<file path="src/rtl/rs_station.sv">
// rs_station: reservation-station bank placed after the issue stage.
//   Holds up to DEPTH renamed instructions. Operands that are not yet ready
//   capture their value from the CDB. The oldest entry with both operands
//   ready is dispatched to the functional unit over a valid/ready handshake.
// Ports:
//   clk1, rst (async, active-high), flush (sync clear of all entries)
//   in_*      : issue-side insert (in_valid/in_ready handshake, operand value or tag)
//   cdb_*     : common data bus snoop (valid, tag, data)
//   out_*     : dispatch to the functional unit (out_valid/out_ready handshake)
//   count     : number of busy entries, used by issue for its full check
module rs_station #(
    parameter int DEPTH  = 3,
    parameter int TAG_W  = 3,
    parameter int DATA_W = 16,
    parameter int OP_W   = 4,
    parameter int CNT_W  = 2
) (
    input  logic              clk1,
    input  logic              rst,
    input  logic              flush,
    input  logic              in_valid,
    output logic              in_ready,
    input  logic [OP_W-1:0]   in_func,
    input  logic [TAG_W-1:0]  in_rob,
    input  logic              in_v1_rdy,
    input  logic [DATA_W-1:0] in_v1,
    input  logic [TAG_W-1:0]  in_q1,
    input  logic              in_v2_rdy,
    input  logic [DATA_W-1:0] in_v2,
    input  logic [TAG_W-1:0]  in_q2,
    input  logic              cdb_valid,
    input  logic [TAG_W-1:0]  cdb_tag,
    input  logic [DATA_W-1:0] cdb_data,
    output logic              out_valid,
    input  logic              out_ready,
    output logic [OP_W-1:0]   out_func,
    output logic [TAG_W-1:0]  out_rob,
    output logic [DATA_W-1:0] out_a,
    output logic [DATA_W-1:0] out_b,
    output logic [CNT_W-1:0]  count
);

    localparam logic [CNT_W-1:0] DEPTH_C = CNT_W'(DEPTH);

    logic [DEPTH-1:0]  busy_q, busy_d;
    logic [DEPTH-1:0]  r1_q, r1_d;
    logic [DEPTH-1:0]  r2_q, r2_d;
    logic [OP_W-1:0]   func_q [DEPTH];
    logic [OP_W-1:0]   func_d [DEPTH];
    logic [TAG_W-1:0]  rob_q  [DEPTH];
    logic [TAG_W-1:0]  rob_d  [DEPTH];
    logic [DATA_W-1:0] v1_q   [DEPTH];
    logic [DATA_W-1:0] v1_d   [DEPTH];
    logic [DATA_W-1:0] v2_q   [DEPTH];
    logic [DATA_W-1:0] v2_d   [DEPTH];
    logic [TAG_W-1:0]  q1_q   [DEPTH];
    logic [TAG_W-1:0]  q1_d   [DEPTH];
    logic [TAG_W-1:0]  q2_q   [DEPTH];
    logic [TAG_W-1:0]  q2_d   [DEPTH];
    logic [CNT_W-1:0]  age_q  [DEPTH];
    logic [CNT_W-1:0]  age_d  [DEPTH];
    logic [CNT_W-1:0]  count_q, count_d;

    logic [DEPTH-1:0]  elig;
    logic [DEPTH-1:0]  sel_oh;
    logic [CNT_W-1:0]  sel_age;
    logic              sel_found;
    logic [DEPTH-1:0]  ins_oh;
    logic              ins_taken;
    logic              do_ins;
    logic              do_disp;
    logic [CNT_W-1:0]  count_after_disp;

    assign count    = count_q;
    assign in_ready = (count_q < DEPTH_C);

    // Selection looks only at registered ready flags, so a CDB capture
    // becomes dispatchable one cycle after the broadcast.
    always_comb begin
        elig      = busy_q & r1_q & r2_q;
        sel_oh    = '0;
        sel_age   = '0;
        sel_found = 1'b0;
        for (int i = 0; i < DEPTH; i++) begin
            if (elig[i] && (!sel_found || (age_q[i] < sel_age))) begin
                sel_oh    = '0;
                sel_oh[i] = 1'b1;
                sel_age   = age_q[i];
                sel_found = 1'b1;
            end
        end
    end

    always_comb begin
        out_valid = sel_found;
        out_func  = '0;
        out_rob   = '0;
        out_a     = '0;
        out_b     = '0;
        for (int i = 0; i < DEPTH; i++) begin
            if (sel_oh[i]) begin
                out_func = func_q[i];
                out_rob  = rob_q[i];
                out_a    = v1_q[i];
                out_b    = v2_q[i];
            end
        end
    end

    // Lowest-index free slot. The slot being dispatched this cycle is still
    // busy here, so it is never chosen for same-cycle refill.
    always_comb begin
        ins_oh    = '0;
        ins_taken = 1'b0;
        for (int i = 0; i < DEPTH; i++) begin
            if (!busy_q[i] && !ins_taken) begin
                ins_oh[i] = 1'b1;
                ins_taken = 1'b1;
            end
        end
    end

    always_comb begin
        do_ins           = in_valid && in_ready && !flush;
        do_disp          = out_valid && out_ready && !flush;
        count_after_disp = count_q - CNT_W'(do_disp);

        busy_d = busy_q;
        r1_d   = r1_q;
        r2_d   = r2_q;
        for (int i = 0; i < DEPTH; i++) begin
            func_d[i] = func_q[i];
            rob_d[i]  = rob_q[i];
            v1_d[i]   = v1_q[i];
            v2_d[i]   = v2_q[i];
            q1_d[i]   = q1_q[i];
            q2_d[i]   = q2_q[i];
            age_d[i]  = age_q[i];

            if (busy_q[i] && !r1_q[i] && cdb_valid && (cdb_tag == q1_q[i])) begin
                v1_d[i] = cdb_data;
                r1_d[i] = 1'b1;
            end
            if (busy_q[i] && !r2_q[i] && cdb_valid && (cdb_tag == q2_q[i])) begin
                v2_d[i] = cdb_data;
                r2_d[i] = 1'b1;
            end

            // Ages stay dense: everything younger than the departing entry
            // moves up one place.
            if (do_disp) begin
                if (sel_oh[i]) begin
                    busy_d[i] = 1'b0;
                end else if (busy_q[i] && (age_q[i] > sel_age)) begin
                    age_d[i] = age_q[i] - CNT_W'(1);
                end
            end

            if (do_ins && ins_oh[i]) begin
                busy_d[i] = 1'b1;
                func_d[i] = in_func;
                rob_d[i]  = in_rob;
                q1_d[i]   = in_q1;
                q2_d[i]   = in_q2;
                age_d[i]  = count_after_disp;
                if (in_v1_rdy) begin
                    v1_d[i] = in_v1;
                    r1_d[i] = 1'b1;
                end else if (cdb_valid && (cdb_tag == in_q1)) begin
                    v1_d[i] = cdb_data;
                    r1_d[i] = 1'b1;
                end else begin
                    v1_d[i] = in_v1;
                    r1_d[i] = 1'b0;
                end
                if (in_v2_rdy) begin
                    v2_d[i] = in_v2;
                    r2_d[i] = 1'b1;
                end else if (cdb_valid && (cdb_tag == in_q2)) begin
                    v2_d[i] = cdb_data;
                    r2_d[i] = 1'b1;
                end else begin
                    v2_d[i] = in_v2;
                    r2_d[i] = 1'b0;
                end
            end

            if (flush) begin
                busy_d[i] = 1'b0;
            end
        end

        if (flush) begin
            count_d = '0;
        end else begin
            count_d = count_q + CNT_W'(do_ins) - CNT_W'(do_disp);
        end
    end

    always_ff @(posedge clk1 or posedge rst) begin
        if (rst) begin
            busy_q  <= '0;
            r1_q    <= '0;
            r2_q    <= '0;
            count_q <= '0;
            for (int i = 0; i < DEPTH; i++) begin
                func_q[i] <= '0;
                rob_q[i]  <= '0;
                v1_q[i]   <= '0;
                v2_q[i]   <= '0;
                q1_q[i]   <= '0;
                q2_q[i]   <= '0;
                age_q[i]  <= '0;
            end
        end else begin
            busy_q  <= busy_d;
            r1_q    <= r1_d;
            r2_q    <= r2_d;
            count_q <= count_d;
            for (int i = 0; i < DEPTH; i++) begin
                func_q[i] <= func_d[i];
                rob_q[i]  <= rob_d[i];
                v1_q[i]   <= v1_d[i];
                v2_q[i]   <= v2_d[i];
                q1_q[i]   <= q1_d[i];
                q2_q[i]   <= q2_d[i];
                age_q[i]  <= age_d[i];
            end
        end
    end

endmodule

</file>
<file path="config.mk">
export PLATFORM = sky130hd
export DESIGN_NAME = rs_station
export DESIGN_NICKNAME = d
export VERILOG_FILES = /design/src/rtl/rs_station.sv
export SDC_FILE = /design/constraint.sdc
export NUM_CORES = 1
export LEC_CHECK = 0
export ABC_AREA = 1
export BUFFER_PORTS_ARGS = -buffer_cell sky130_fd_sc_hd__clkbuf_2
export CAP_MARGIN = 20
export CORE_ASPECT_RATIO = 0.75
export CORE_MARGIN = 3
export CORE_UTILIZATION = 35
export DETAILED_ROUTE_END_ITERATION = 16
export PLACE_DENSITY_LB_ADDON = 0.2
export SYNTH_ARGS = -nofsm -noshare
export SYNTH_HDL_FRONTEND = slang
export SYNTH_SLANG_ARGS = --single-unit
</file>
<file path="constraint.sdc">
create_clock -name clk1 -period 8.2 [get_ports clk1]
set_input_delay 0.41 -clock clk1 [delete_from_list [all_inputs] [get_ports clk1]]
set_output_delay 0.41 -clock clk1 [all_outputs]
set_load 0.005 [all_outputs]
</file>
==> results.toml <==
[logic_synthesis]
syn_area_mm2 = 0.00850
synth-warning-count = 0
synth_top_area_share_pct = 44.7
synth-async-reset-ratio_pct = 100
ys_types = 34
synth_top_area_cell = "dfrtp_1"
synth.most_common_cell = "nand2_1"
synth_edf_count = 0
synthCells = 1121
syn_nets = 1200
ys_seq_area_share_pct = 44.7
synth_top_cells_by_area = "dfrtp_1 (45%), nand2_1 (18%), o211ai_1 (8.8%)"
synth-seq-cells = 152
syn_avg_cell_area_um2 = 7.58
synth_common_cells = "nand2_1 (406), dfrtp_1 (152), inv_1 (127)"
synthFlopType = "dfrtp_1"

[die]
dieArea_mm2 = 0.0262
row_count = 48
initial_core_util_pct = 36.3
coreArea_mm2 = 0.0234
fp.dieH_um = 141
dieWidth_um = 186
ios = 115

[routing]
routed_via_density = 5.19
num_vias = 7863
drtPass1Iterations = 5
wl_mm = 26.7
drt-wirelength-per-cell_um = 17.6
drt_iter0_drc = 773
ant_nets = 0
drc = 0

[timing]
fmax_mhz = 245
final.period_utilization_pct = 49.7
rsz0062_at_grt = "no"
slew_headroom_pct = 31.9
slew_viol_final = 0
setup_viol = 0
worstMarginPinSlew_ns = 1.02
hold_violations = 0
worst_slack_ns = 4.12
period_minus_slack_ns = 4.08
fin_tns_setup_ns = 0
clock-skew-final_ns = 0.0103

[power]
power.density_mw_per_mm2 = 262
vdd_drop_max_uv = 176
p_leak_uw = 0.00523

[finish]
num-nets-final = 1283
drive_above_1_share_pct = 14.6
final_cells = 1515
area_delta_synth_final_pct = 16.9
fin_area_mm2 = 0.00994
utilization_pct = 42.4
antenna_cells = 0

[clock_tree]
cts_buffers = 17
postCtsHoldBufs = 0
cts_resized = 0
clockBufferDepth = 2
cts_tree = "yes"
cts_setup_buffers = 0
clock-sinks = 152
cts_root_buf = "clkbuf_16"
clock_latency_ns = 0.44
h-tree-depth = 4
path_clk_slew_ns = 0.06

[place]
dp_slack_ns = 4.21
port_buffers = 114
placedCellCount = 1483
place_area_mm2 = 0.00925
dp_hpwl_mm = 16.9
place_congestion = 0.830

[global_routing]
grt_max_degree = 96
grt_pass1_vias = 7546
grt_antenna_before_repair = 2
grt_pass1_wl_mm = 42.2
grt_remaining_overflow = 0
grt_usage_pct = 20.8

[setup_path]
crit_path_max_incr_delay_ns = 0.68
endpoint_kind = "output pin"
startpoint_type = "flop"
worst_path_most_repeated_cell = "nand2_2"
cp_max_fo = 87
cp_slowest_cell = "nand2_4"
path_class = "flop to output pin"
cp_cell_sequence = "inv_2 -> nor2_4 -> inv_1 -> nor2_1 -> inv_1 -> ha_1 -> nand2_1 -> nand2_1 -> nand2_2 -> nand2_4 -> nand2_2 -> nand2_2 -> nand2_2 -> nand2_1 -> nand2_2 -> nand2_4 -> o221ai_1 -> o21ai_1 -> inv_1 -> clkbuf_2"
critPathRequiredTime_ns = 7.79
critPathArrivalTime_ns = 3.67

[status]
outcome = "finished, final reports clean"

[min_path]
hold_path.class = "primary input to async pin"

[job]
drv_cap = 0
-- layer usage --
metal | vias up | wire (um) | part of all wire, % | track usage (%)
li1 | 3864 | - | - | -
met1 | 3695 | 12600 | 47 | 30.1
met2 | 280 | 11700 | 44 | 31.0
met3 | 24 | 2180 | 8.2 | 5.55
met4 | 0 | 264 | 0.99 | 5.05
met5 | - | 0 | 0 | 0
-- layout make-up --
class | instances | area (um^2)
fillers | 2420 | 13500
multi-input cells | 777 | 3940
flip-flops and latches | 152 | 3800
clock inverters | 11 | 199
well taps | 300 | 375
inverters | 130 | 493
repair buffers | 126 | 701
clock buffers | 19 | 433
-- cells by family (layout without fill, tap and decap cells) --
logic type | after synthesis | after routing | synth area share [%]
AOI/OAI and AO/OA | 268 | 268 | 20.3
xor gates and xnor gates | 17 | 17 | 1.75
adders and majority gates | 7 | 7 | 1.03
buffers and inverters | 192 | 286 | 9.33
DFF | 152 | 152 | 44.7
and+or+nand+nor | 485 | 485 | 22.8
-- registers in the layout, summed over array words and instances (netlist names) --
| signal | cells |
|---|---|
| age_q | 6 |
| busy_q | 3 |
| count | 2 |
| func_q | 12 |
| q1_q | 9 |
| q2_q | 9 |
| r1_q | 3 |
| r2_q | 3 |
| rob_q | 9 |
| v1_q | 48 |
| v2_q | 48 |
-- report_power, final --
part / total, uW / internal, uW / switching, uW
combinational: 605 / 253 / 352
sequential: 1120 / 980 / 142
clock: 872 / 539 / 333
total: 2600 / 1770 / 827
-- critical path, delay by kind of cell, from the launching register on --
| kind | cells | cell delay, ns |
|---|---|---|
| simple gates | 12 | 1.65 |
| buf+inv | 5 | 0.46 |
| compound gates | 2 | 0.45 |
| flops | 1 | 0.40 |
| fa+ha+maj | 1 | 0.27 |
-- final timing paths --
path / startpoint / to / slack (ns) / depth (start not counted)
setup / recovery: busy_q[0] / out_func[1] / 4.12 / 20
hold / removal: rst / v1_q[19] / 0.14 / 2
setup reg to reg: busy_q[0] / age_q[2] / 4.20 / 26
hold reg to reg: rob_q[1] / rob_q[1] / 0.47 / 2
max in group asynchronous: rst / q1_q[3] / 6.81 / 3
min in group clk1: in_q1[0] / q1_q[6] / 0.22 / 3
-- layout by cell type, fill, tap and decap left out, types with 3 or more instances in the layout --
cell type and count:
nand2_1 406, dfrtp_1 152, inv_1 126, clkbuf_2 114
o211ai_1 100, o21ai_0 71, o21ai_1 41, a22oi_1 32
nand3_1 28, nor2_1 23, clkbuf_16 17, xor2_1 13
buf_4 10, o221ai_1 7, ha_1 7, nand2_2 6
o31ai_1 6, nor2_2 5, a21oi_1 5, bufinv_16 5
nor4_1 4, xnor2_1 4, nor4_2 3, inv_2 3
o22ai_1 3, nor3_1 3, clkinvlp_4 3
-- stage by stage --
stage          total power, uW  hold WS, ns
3_3_place_gp              1720        0.455
3_5_place_dp              1730        0.461
2_1_floorplan             1540        0.442
5_1_grt                   2760        0.227
4_1_cts                   2610        0.210
6_report                  2600        0.137
Power figures use the tool's default switching activity.
